$ cat src/rtl/pong_game_sequencer_pkg.sv
// Shared types and widths for the Pong game sequencer: FSM encoding, score/level
// widths and the ball step period helper.
package pong_game_sequencer_pkg;

  localparam int SCORE_W = 4;
  localparam int LEVEL_W = 2;
  localparam int FCNT_W  = 8;

  typedef enum logic [2:0] {
    ST_IDLE     = 3'd0,
    ST_SERVE    = 3'd1,
    ST_PLAY     = 3'd2,
    ST_PAUSE    = 3'd3,
    ST_POINT    = 3'd4,
    ST_GAMEOVER = 3'd5
  } state_e;

  // Frames between ball steps: the fastest level steps on every frame.
  function automatic logic [LEVEL_W:0] ball_period(input logic [LEVEL_W:0]   max_lvl,
                                                   input logic [LEVEL_W-1:0] lvl);
    return max_lvl + 1'b1 - {1'b0, lvl};
  endfunction

endpackage

$ cat src/rtl/pong_edge_detect.sv
// Registered rising-edge detector: one-cycle pulse the cycle after sig_i rises.
module pong_edge_detect (
  input  logic clk,
  input  logic rst,
  input  logic sig_i,
  output logic rise_o
);

  logic prev_q, rise_q;

  always_ff @(posedge clk) begin
    if (rst) begin
      prev_q <= 1'b0;
      rise_q <= 1'b0;
    end else begin
      prev_q <= sig_i;
      rise_q <= sig_i & ~prev_q;
    end
  end

  assign rise_o = rise_q;

endmodule

$ cat src/rtl/pong_game_sequencer.sv
// Pong game controller: serve/play/point/game-over flow, scores, speed level and
// frame-derived ball/paddle step enables. All outputs registered.
module pong_game_sequencer
  import pong_game_sequencer_pkg::*;
#(
  parameter int WIN_SCORE    = 7,
  parameter int SERVE_FRAMES = 60,
  parameter int POINT_FRAMES = 90,
  parameter int MAX_LEVEL    = 3
) (
  input  logic               clk,
  input  logic               rst,
  input  logic               frame_tick,
  input  logic               start_btn,
  input  logic               pause_btn,
  input  logic               speed_up,
  input  logic               speed_down,
  input  logic               point_left,
  input  logic               point_right,
  output logic               ball_step_en,
  output logic               paddle_step_en,
  output logic               ball_reset,
  output logic               serve_dir,
  output logic [SCORE_W-1:0] score_left,
  output logic [SCORE_W-1:0] score_right,
  output logic [LEVEL_W-1:0] speed_level,
  output logic [2:0]         game_state,
  output logic               winner
);

  localparam logic [SCORE_W-1:0] WIN_N   = SCORE_W'(WIN_SCORE);
  localparam logic [FCNT_W-1:0]  SERVE_N = FCNT_W'(SERVE_FRAMES);
  localparam logic [FCNT_W-1:0]  POINT_N = FCNT_W'(POINT_FRAMES);
  localparam logic [LEVEL_W-1:0] LVL_MAX = LEVEL_W'(MAX_LEVEL);
  localparam logic [LEVEL_W:0]   LVL_MX1 = (LEVEL_W+1)'(MAX_LEVEL);

  logic start_rise, pause_rise;

  pong_edge_detect u_start_ed (.clk(clk), .rst(rst), .sig_i(start_btn), .rise_o(start_rise));
  pong_edge_detect u_pause_ed (.clk(clk), .rst(rst), .sig_i(pause_btn), .rise_o(pause_rise));

  state_e             state_q, state_d;
  logic [FCNT_W-1:0]  fcnt_q, fcnt_d, fcnt_inc;
  logic [LEVEL_W:0]   div_q, div_d, div_inc, period;
  logic [SCORE_W-1:0] score_l_q, score_l_d, score_r_q, score_r_d;
  logic [LEVEL_W-1:0] level_q, level_d;
  logic               serve_dir_q, serve_dir_d, winner_q, winner_d;
  logic               ball_rst_q, ball_rst_d, ball_en_q, ball_en_d, pad_en_q, pad_en_d;
  logic               lvl_chg;

  assign fcnt_inc = fcnt_q + 1'b1;
  assign div_inc  = div_q + 1'b1;
  assign period   = ball_period(LVL_MX1, level_q);

  always_comb begin
    state_d     = state_q;
    fcnt_d      = fcnt_q;
    div_d       = div_q;
    score_l_d   = score_l_q;
    score_r_d   = score_r_q;
    level_d     = level_q;
    serve_dir_d = serve_dir_q;
    winner_d    = winner_q;
    ball_en_d   = 1'b0;
    pad_en_d    = 1'b0;
    ball_rst_d  = 1'b1;
    lvl_chg     = 1'b0;

    if (speed_up && !speed_down && level_q != LVL_MAX) begin
      level_d = level_q + 1'b1;
      lvl_chg = 1'b1;
    end else if (speed_down && !speed_up && level_q != '0) begin
      level_d = level_q - 1'b1;
      lvl_chg = 1'b1;
    end

    case (state_q)
      ST_IDLE, ST_GAMEOVER: begin
        if (start_rise) begin
          state_d   = ST_SERVE;
          fcnt_d    = '0;
          score_l_d = '0;
          score_r_d = '0;
        end
      end
      ST_SERVE: begin
        if (frame_tick) begin
          pad_en_d = 1'b1;
          fcnt_d   = fcnt_inc;
          if (fcnt_inc >= SERVE_N) begin
            state_d = ST_PLAY;
            fcnt_d  = '0;
            div_d   = '0;
          end
        end
      end
      ST_PLAY: begin
        // A single point takes priority over pause and over this frame's steps.
        if (point_left ^ point_right) begin
          fcnt_d = '0;
          if (point_left) begin
            score_l_d   = score_l_q + 1'b1;
            serve_dir_d = 1'b1;
            winner_d    = (score_l_d == WIN_N) ? 1'b0 : winner_q;
            state_d     = (score_l_d == WIN_N) ? ST_GAMEOVER : ST_POINT;
          end else begin
            score_r_d   = score_r_q + 1'b1;
            serve_dir_d = 1'b0;
            winner_d    = (score_r_d == WIN_N) ? 1'b1 : winner_q;
            state_d     = (score_r_d == WIN_N) ? ST_GAMEOVER : ST_POINT;
          end
        end else if (pause_rise) begin
          state_d = ST_PAUSE;
          fcnt_d  = '0;
        end else if (frame_tick) begin
          pad_en_d = 1'b1;
          if (div_inc >= period) begin
            ball_en_d = 1'b1;
            div_d     = '0;
          end else begin
            div_d = div_inc;
          end
        end
      end
      ST_PAUSE: begin
        if (pause_rise) begin
          state_d = ST_PLAY;
          fcnt_d  = '0;
        end
      end
      ST_POINT: begin
        if (frame_tick) begin
          fcnt_d = fcnt_inc;
          if (fcnt_inc >= POINT_N) begin
            state_d = ST_SERVE;
            fcnt_d  = '0;
          end
        end
      end
      default: begin
        state_d = ST_IDLE;
        fcnt_d  = '0;
      end
    endcase

    if (lvl_chg) div_d = '0;

    // Ball leaves centre only while rallying; after a point it is released for one frame.
    case (state_d)
      ST_PLAY, ST_PAUSE: ball_rst_d = 1'b0;
      ST_POINT:          ball_rst_d = (fcnt_d != '0);
      default:           ball_rst_d = 1'b1;
    endcase
  end

  always_ff @(posedge clk) begin
    if (rst) begin
      state_q     <= ST_IDLE;
      fcnt_q      <= '0;
      div_q       <= '0;
      score_l_q   <= '0;
      score_r_q   <= '0;
      level_q     <= '0;
      serve_dir_q <= 1'b0;
      winner_q    <= 1'b0;
      ball_rst_q  <= 1'b1;
      ball_en_q   <= 1'b0;
      pad_en_q    <= 1'b0;
    end else begin
      state_q     <= state_d;
      fcnt_q      <= fcnt_d;
      div_q       <= div_d;
      score_l_q   <= score_l_d;
      score_r_q   <= score_r_d;
      level_q     <= level_d;
      serve_dir_q <= serve_dir_d;
      winner_q    <= winner_d;
      ball_rst_q  <= ball_rst_d;
      ball_en_q   <= ball_en_d;
      pad_en_q    <= pad_en_d;
    end
  end

  assign ball_step_en   = ball_en_q;
  assign paddle_step_en = pad_en_q;
  assign ball_reset     = ball_rst_q;
  assign serve_dir      = serve_dir_q;
  assign score_left     = score_l_q;
  assign score_right    = score_r_q;
  assign speed_level    = level_q;
  assign game_state     = state_q;
  assign winner         = winner_q;

endmodule

$ cat config.mk
export PLATFORM = sky130hd
export DESIGN_NAME = pong_game_sequencer
export DESIGN_NICKNAME = d
export VERILOG_FILES = /design/src/rtl/pong_game_sequencer_pkg.sv /design/src/rtl/pong_edge_detect.sv /design/src/rtl/pong_game_sequencer.sv
export SDC_FILE = /design/constraint.sdc
export NUM_CORES = 1
export LEC_CHECK = 0
export ABC_AREA = 1
export BUFFER_PORTS_ARGS = -buffer_cell sky130_fd_sc_hd__buf_2
export CAP_MARGIN = 5
export CORE_ASPECT_RATIO = 0.8
export CORE_MARGIN = 3
export CORE_UTILIZATION = 52
export DETAILED_ROUTE_END_ITERATION = 6
export PLACE_DENSITY = 0.86
export SLEW_MARGIN = 25
export SYNTH_ARGS = -nofsm -noshare
export SYNTH_HDL_FRONTEND = slang
export SYNTH_HIERARCHICAL = 1
export SYNTH_SLANG_ARGS = --single-unit
export TNS_END_PERCENT = 10
$ cat constraint.sdc
create_clock -name clk -period 2 [get_ports clk]
set_clock_uncertainty 0.1 [all_clocks]
set_input_delay 0.1 -clock clk [delete_from_list [all_inputs] [get_ports clk]]
set_output_delay 0.1 -clock clk [all_outputs]
set_load 0.02 [all_outputs]
Word level (Yosys, flattened, before mapping)

Cells that the tools add are included.

Add/sub/neg operators: 7
Magnitude comparators: 3
Equal/unequal tests: 21
Multiplexer cells: 48
Bitwise logic cells: 7
Reduce and logical (&&, ||, !) cells: 22

Operators by type and width:

| kind                                                              | count |
|---|---|
| two-way mux 8 bit                                                 | 7 |
| two-way mux 3 bit                                                 | 14 |
| case mux 8 bit (5 select lines)                                   | 1 |
| two-way mux 4 bit                                                 | 5 |
| != test 2 bit, second input constant                              | 9 |
| case mux 4 bit (2 select lines)                                   | 2 |
| case mux 3 bit (5 select lines)                                   | 1 |
| two-way mux 1 bit                                                 | 13 |
| == test 3 x 2 -> 1 bit, second input constant                     | 4 |
| AND reduction 4 bit                                               | 3 |
| nonzero test 2 bit                                                | 5 |
| == test 3 bit, second input constant                              | 3 |
| adder 4 x 1 -> 4 bit, second input constant                       | 2 |
| adder 8 x 1 -> 8 bit, second input constant                       | 1 |
| == test 4 x 3 -> 1 bit, second input constant                     | 2 |
| greater-or-equal comparator 8 x 6 -> 1 bit, second input constant | 1 |
| greater-or-equal comparator 8 x 7 -> 1 bit, second input constant | 1 |
| nonzero test 8 bit                                                | 1 |
| case mux 3 bit (2 select lines)                                   | 1 |
| AND reduction 6 bit                                               | 1 |
| OR reduction 2 bit                                                | 3 |
| OR reduction 5 bit                                                | 1 |
| logical AND 1 bit                                                 | 4 |
| two-way mux 2 bit                                                 | 2 |
| 14 further kinds                                                  | 21 |

Register bits: 33
Output and inout port bits: 18
Word-level logic and storage cells: 123

Longest topological paths before layout

Gate-level depths: netlist of the first run.

Word-level depth: 9
Mapped depth: 17

By module

Netlist of the first run, hierarchy kept.

By module, submodules not included:

| module              | instances | cells each | area an instance (um^2) |
|---|---|---|---|
| pong_game_sequencer | 1         | 302        | 2030.7 |
| pong_edge_detect    | 2         | 6          | 60.1 |

Worst setup path after synthesis of the first run

No wires, ideal clock.

Path kind: register to register
Start: register fcnt_q[0]
End: register ball_rst_q, in the netlist ball_reset
Setup time: 0.117 ns
Arrival: 1.690 ns
Required time: 1.783 ns
Slack: 0.092 ns
Cell stages (with the launch flop): 17
Buffers on the path: 0
Period minus slack after synthesis: 1.908 ns
Cells stage by stage: dfxtp_1 > ha_1 > nand3_2 > nor2_1 > nand2_1 > nand2_1 > nor2_4 > nor2_2 > nand2_2 > nand2_4 > nand2_4 > nand2_2 > nand2_1 > nor2_1 > nand2_1 > nor2_1 > nor2_1

Cells in the longest elaborated chain, start to end: 8

Ends and longest elaborated chain:

| what                                                                                                     | RTL line                                              | text |
|---|---|---|
| from (decl)                                                                                              | pong_game_sequencer.sv:43                             | `logic [FCNT_W-1:0] fcnt_q, fcnt_d, fcnt_inc;` |
| from (signal assigned)                                                                                   | pong_game_sequencer.sv:171                            | `fcnt_q <= fcnt_d;` |
| adder 8 x 1 -> 8 bit                                                                                     | pong_game_sequencer.sv:51                             | `assign fcnt_inc = fcnt_q + 1'b1;` |
| greater-or-equal comparator 8 x 7 -> 1 bit or greater-or-equal comparator 8 x 6 -> 1 bit (tied branches) | pong_game_sequencer.sv:134, pong_game_sequencer.sv:90 |  |
| two-way mux 3 bit, on equally long branches                                                              | pong_game_sequencer.sv:134, pong_game_sequencer.sv:90 |  |
| two-way mux 3 bit, on equally long branches                                                              | pong_game_sequencer.sv:132, pong_game_sequencer.sv:87 |  |
| case mux 3 bit (5 select lines)                                                                          | pong_game_sequencer.sv:77                             | `case (state_q)` |
| == test 3 x 2 -> 1 bit                                                                                   | pong_game_sequencer.sv:149                            | `case (state_d)` |
| OR reduction 2 bit                                                                                       | pong_game_sequencer.sv:149                            |  |
| case mux 1 bit (2 select lines) (*)                                                                      | pong_game_sequencer.sv:149                            |  |
| to (signal assigned)                                                                                     | pong_game_sequencer.sv:178                            | `ball_rst_q <= ball_rst_d;` |
| to (decl)                                                                                                | pong_game_sequencer.sv:48                             | `logic ball_rst_q, ball_rst_d, ball_en_q, ball_en_d, pad_en_q, pad_en_d;` |

Every way passes the cells marked *; elsewhere a longest branch is shown, timed or not.
A chain may end at the register's enable or synchronous reset.

Worst setup path in the final report of the first run

Same ends and word-level chain as after synthesis.

==> results of run 1 <==
-- what timing repair did --
action / in CTS / in global routing
gates resized for setup: 6 / 11
hold buffers: 2 / 0
pin swaps: 2 / 6
endpoints found under the hold margin: 4 / 0
setup buffers: 0 / 0
endpoints found under the setup margin: 1 / 5
-- synth_stat cells, drive strengths merged --
cell type / number
dfxtp: 33
inv: 45
nand3: 30
nand3b: 2
xnor2: 1
a21oi: 26
nand4: 2
o211a: 3
o21ai: 19
a211oi: 2
buf: 3
o22ai: 1
a22oi: 1
clkbuf: 2
nor3: 3
xor2: 6
a31oi: 1
nor2: 37
ha: 12
or2: 3
nand2: 80
clkinv: 1
nor4: 1
-- flip-flops by register name, indices dropped and copies added (netlist names), 2 cells and up --
register,count
div_q,3
fcnt_q,8
game_state,3
score_left,4
score_right,4
speed_level,2
-- cells by family (layout without fill, tap and decap cells) --
group | after synthesis | in the layout | synth area share, %
buf+inv | 51 | 90 | 9.075
xor+xnor | 7 | 7 | 2.851
flops | 33 | 33 | 30.72
fa+ha+maj | 12 | 12 | 6.981
simple gates | 158 | 158 | 36.71
compound gates | 53 | 53 | 13.67
-- tightest hold or removal path, stage by stage --
cell and delay, ns:
buf_2 0.14, inv_2 0.09, a21oi_1 0.07
-- power breakdown --
group | switching (mW) | internal (mW) | leakage, nW | total, mW
Combinational | 0.303 | 0.167 | 0.932 | 0.470
Clock | 0.235 | 0.406 | 0.0585 | 0.640
Sequential | 0.0383 | 0.697 | 0.271 | 0.735
Total | 0.576 | 1.27 | 1.26 | 1.85
-- metal layers --
metal	share of wire [%]	track usage, %
met5	0	0
met4	2.6	10.70
met3	6.0	5.143
met2	48	37.18
met1	44	26.99
-- worst paths after layout --
check | from | endpoint | slack [ns] | cells after the start
setup / recovery | fcnt_q[0]$_SDFF_PP0_ | ball_reset$_SDFF_PP1_ | -0.03 | 14
setup reg to reg | fcnt_q[0]$_SDFF_PP0_ | ball_reset$_SDFF_PP1_ | -0.03 | 14
hold reg to reg | u_pause_ed/prev_q$_SDFF_PP0_ | u_pause_ed/rise_o$_SDFF_PP0_ | 0.30 | 1
hold / removal | point_left | serve_dir$_SDFFE_PP0P_ | 0.07 | 3
-- area by class of cell --
type / count / area (um^2) / area share, %
multi-input combinational: 230 / 1331 / 51.85
sequential: 33 / 668.1 / 26.02
timing repair buffer: 36 / 210.2 / 8.187
inverter: 46 / 172.7 / 6.725
clock buffer: 7 / 86.33 / 3.363
tap: 55 / 68.82 / 2.680
clock inverter: 1 / 30.03 / 1.170
-- cell usage in the layout (no fill, tap or decap), types with 10 or more instances in the layout --
cell type | synthesis | layout
inv_1 | 35 | 35
buf_2 | 3 | 26
nor2_2 | 6 | 10
ha_1 | 12 | 11
nand2_2 | 12 | 15
nand3_1 | 27 | 26
dfxtp_1 | 33 | 27
nor2_1 | 28 | 24
a21oi_1 | 25 | 25
nand2_1 | 66 | 63
inv_2 | 10 | 10
-- stage by stage --
step           setup slack [ns]  power (mW)  instances  util [%]
2_1_floorplan           0.09237       1.073        314         -
4_1_cts                0.001553       1.840        408     65.32
3_5_place_dp           -0.01470       1.192        398     61.55
5_1_grt                 -0.1892       1.938        408     66.19
6_report               -0.02929       1.846        408     66.19
3_3_place_gp            0.04391       1.182        398     61.55
==> flow_metrics.tcl, run 1 <==
set metrics [dict create \
    coreArea_um2 3879 \
    std_cell_rows 20 \
    gp_congestion 0.9589 \
    rsz0062_at_grt "true" \
    via_per_inst 5.238 \
    cts_buffer_depth 2 \
    seq_area_frac_synth_pct 30.72 \
    placed_cell_area_um2 2387 \
    synth_cell_types 34 \
    setup_ws_ns -0.02929 \
    slew_headroom_pct 69.93 \
    diodes 0 \
    synthesis.nets 335 \
    initial_core_util_pct 55.45 \
    numCtsBuffers 5 \
    post_drt_wl_per_cell_um 12.57 \
    synth.largest_area_cell "dfxtp_1" \
    drc 0 \
    drt_iter0_markers 204 \
    netlist_top_cells_area "dfxtp_1 31%, nand2_1 12%, ha_1 7.0%" \
    synth_seq_cells 33 \
    fillers 299 \
    synth.avg_cell_area_um2 6.850 \
    end_kind "flop" \
    htree_levels 2 \
    final_area_um2 2567 \
    clock.fmax_mhz 492.8 \
    hpwl_um 3730 \
    p_leak_nw 1.262 \
    violations "negative setup slack" \
    syn_to_final_growth_pct 19.37 \
    p_per_area_nw_per_um2 718.9 \
    cp.required_ns 2.07 \
    final_antenna_net_count 0 \
    worst_ep_arrival_time_ns 2.10 \
    io_pins 27 \
    crit_path_start_kind "flop" \
    portBuffers 26 \
    criticalPathCategory "reg2reg" \
    drt-total-wl_um 5127 \
    clock_sink_count 33 \
    outcome "finished, violations left" \
    period_minus_slack_ns 2.029 \
    die_y_um 63.53 \
    first_global_vias 2074 \
    cp_top_family "simple AND/OR/NAND/NOR gates" \
    hold_ws_ns 0.06812 \
    syn_inst 314 \
    nets 373 \
    cts_tree "yes" \
    yosys.area.top_type_share_pct 30.72 \
    grt_use_total_pct 22.29 \
    hold_class "in2reg" \
    finalCritPeriodShare_pct 101.5 \
    worst_pin_slew_ns 0.4510 \
    critPathMaxFanout 5 \
    max_stage_delay_ns 0.34 \
    path_buf_inv 0 \
    maxCapViolations 0 \
    die_w_um 77.91 \
    ys_warn_count 6 \
    grt_max_degree 25 \
    ir_drop_uv 563.0 \
    grt_pass1_wl_um 8832 \
    path_cells "ha_2, nand3_2, xor2_1, nand3_1, nand2_1, nand2_2, nand2_4, nand2_4, nand2_2, nand2_1, nor2_1, nand2_1, nor2_1, nor2_1" \
    drt_pre_antenna_iters 4 \
    setup_viol 1 \
    synth_area_um2 2151 \
    cts-root-buf "clkbuf_8" \
    grt_antenna_before_repair 0 \
    maxSlewViolCount 0 \
    cts.clk_slew.worst_paths_ns 0.07 \
    fp.dieArea_um2 4949 \
    final_hold_viol_count 0 \
    clock_latency_ns 0.28 \
    critical_path.slowest_cell "dfxtp_2" \
    layout-drive-gt1-share_pct 27.76 \
    grt_overflow 0 \
    final.setup.tns_ns -0.02929 \
    vias 2137 \
]
Power figures use the tool's default switching activity.
==> run 2: changes to the inputs <==
SYNTH_HIERARCHICAL = not set   (was 1)
==> flow_metrics.tcl, run 2 <==
set metrics [dict create \
    worst_pin_slew_ns 0.5232 \
    coreArea_um2 3637 \
    slew_headroom_pct 64.96 \
    seq_area_um2 674.4 \
    grt_pass1_wl_um 8838 \
    synth_area_um2 2090 \
    crit_path_start_kind "flop" \
    timing.rr.end "ball_reset$_SDFF_PP1_" \
    synthArstFlopShare_pct 0 \
    clock_latency_ns 0.29 \
    netlist_top_cells_area "dfxtp_1 32%, nand2_1 12%, ha_1 7.2%" \
    grt_max_degree 26 \
    portBuffers 26 \
    cts.clk_slew.worst_paths_ns 0.07 \
    hold_end "speed_level[0]$_SDFFE_PP0P_" \
    grt_antenna_before_repair 0 \
    worst_ep_arrival_time_ns 2.17 \
    ir_drop_uv 563.7 \
    final_hold_viol_count 0 \
    yosys.area.top_type_share_pct 31.62 \
    fillers 236 \
    p_per_area_nw_per_um2 682.9 \
    htree_levels 2 \
    ys.flop_type "dfxtp_1" \
    std_cell_rows 19 \
    end_kind "flop" \
    hold_class "in2reg" \
    drt_iter0_markers 404 \
    grt_use_total_pct 22.75 \
    clock_sink_count 33 \
    syn_to_final_growth_pct 33.05 \
    numCtsBuffers 5 \
    p_leak_nw 1.308 \
    fp.dieArea_um2 4820 \
    first_global_vias 1984 \
    r2r_slack_ns -0.09 \
    diodes 0 \
    syn_inst 311 \
    final_common_cell "nand2_1" \
    regMostFlops "fcnt_q" \
    initial_core_util_pct 57.45 \
    synth.most_common_cell "nand2_1" \
    power_mw 1.899 \
    die_y_um 62.70 \
    outcome "finished, violations left" \
    io_pins 27 \
    multi_input_area_um2 1444 \
    cts-root-buf "clkbuf_8" \
    worstHoldStart "speed_down" \
    final_antenna_net_count 0 \
    maxSlewViolCount 0 \
    layout_common_cells "56 x nand2_1, 33 x inv_1, 33 x nor2_1" \
    layout-drive-gt1-share_pct 36.91 \
    final_util_pct 76.44 \
    vias 2346 \
    yosys-top-cells-count "66 x nand2_1, 39 x inv_1, 36 x nor2_1" \
    synth_edf_count 0 \
    drt-total-wl_um 6205 \
    synthesis.nets 332 \
    clock.fmax_mhz 477.8 \
    setup_viol 4 \
    maxCapViolations 0 \
    violations "negative setup slack" \
    drc 0 \
    cts_buffer_depth 2 \
    seq_area_frac_synth_pct 31.62 \
    finalCritPeriodShare_pct 104.6 \
    nets 384 \
    criticalPathCategory "reg2reg" \
    rsz0062_at_grt "true" \
    post_drt_wl_per_cell_um 14.95 \
    synth_cell_types 34 \
    synth.largest_area_cell "dfxtp_1" \
    period_minus_slack_ns 2.093 \
    reg2reg_from "fcnt_q[1]$_SDFF_PP0_" \
    synth.avg_cell_area_um2 6.719 \
    hpwl_um 3788 \
    dp_slack_ns -0.07499 \
    drt_pre_antenna_iters 5 \
    synth_seq_cells 33 \
    grt_overflow 0 \
    cts_tree "yes" \
    r2r_cells 17 \
    final.setup.tns_ns -0.2364 \
    die_w_um 76.87 \
    ys_warn_count 0 \
    cp.required_ns 2.08 \
    setup_ws_ns -0.09285 \
    hold_ws_ns 0.1275 \
    largest_reg_flops 8 \
    hold_depth 4 \
    critPathMaxFanout 4 \
    via_per_inst 5.653 \
    gp_congestion 0.9537 \
]
## run 2: cell types whose count changed in the layout (fill, tap and decap cells not counted), moves of 5 or more
cell / change
o21ai_0: +8
nand2_1: -7
a21oi_1: -9
ha_4: +5
nor2_1: +9
inv_2: +5
nand3_1: -13
buf_4: +13
## run 2: report_power, final
part / leakage, nW / internal [mW] / switching (mW)
Clock: 0.0443 / 0.273 / 0.233
Combinational: 0.991 / 0.254 / 0.400
Sequential: 0.273 / 0.697 / 0.0426
Total: 1.31 / 1.22 / 0.675
## run 2: worst max-delay path: stages (launching register included)
cell and delay (ns):
dfxtp_4 0.36, ha_4 0.17, nand2_4 0.07, inv_2 0.04, nor2_2 0.12, nand3_1 0.08
nor2_1 0.15, nand2_2 0.11, nand3_4 0.09, nand2_1 0.08, nand2_1 0.06, nand2_1 0.07
nand2_2 0.09, nand2_2 0.07, a21oi_2 0.10, nand3_1 0.07, nand2_1 0.08, nand2_1 0.05
## run 2: what timing repair did
item,in CTS,in global routing
resized for setup,26,36
hold buffers,2,0
buffers inserted,5,2
cloned,0,0
hold endpoints to repair,4,0
endpoints found under the setup margin,5,11
pin swaps,13,26
## run 2: metrics by stage
step	instance area [um^2]	cells
floorplan	2097	311
global placement	2392	400
detailed placement	2392	400
CTS	2621	413
global route	2780	415
finish	2780	415
## run 2: layer usage
layer	GRT usage, %	share of wire [%]	wire, um
met5	0	0	0
met4	8.371	3.7	228
met3	4.899	11	672
met2	33.80	42	2629
met1	32.15	43	2675
## run 2: how the worst max path moves through the flow
stage / from / endpoint / slack, ns / depth (start not counted)
floorplan: speed_level[0]$_SDFFE_PP0P_ / div_q[1]$_SDFFE_PP0P_ / 0.007 / 11
global route: fcnt_q[1]$_SDFF_PP0_ / ball_reset$_SDFF_PP1_ / -0.21 / 14
CTS: div_q[1]$_SDFFE_PP0P_ / div_q[0]$_SDFFE_PP0P_ / -0.02 / 10
detailed placement: div_q[0]$_SDFFE_PP0P_ / ball_step_en$_SDFF_PP0_ / -0.07 / 9
global placement: div_q[0]$_SDFFE_PP0P_ / div_q[1]$_SDFFE_PP0P_ / -0.03 / 11
finish: fcnt_q[1]$_SDFF_PP0_ / ball_reset$_SDFF_PP1_ / -0.09 / 17
## run 2: final cells by class
cell class                 count  area share, %
sequential                    33          24.26
clock buffer                   7          3.105
multi-input combinational    224          51.93
tap                           52          2.340
timing repair buffer          51          11.88
inverter                      48          6.481
## run 2: logic make-up after synthesis
family | share of synthesized area (%)
AND/OR/NAND/NOR | 34.07
AO/OA/AOI/OAI | 14.67
buffers and inverters | 9.940
flip-flops | 31.62
adder cells (fa/ha/maj) | 7.185
XOR/XNOR | 2.515
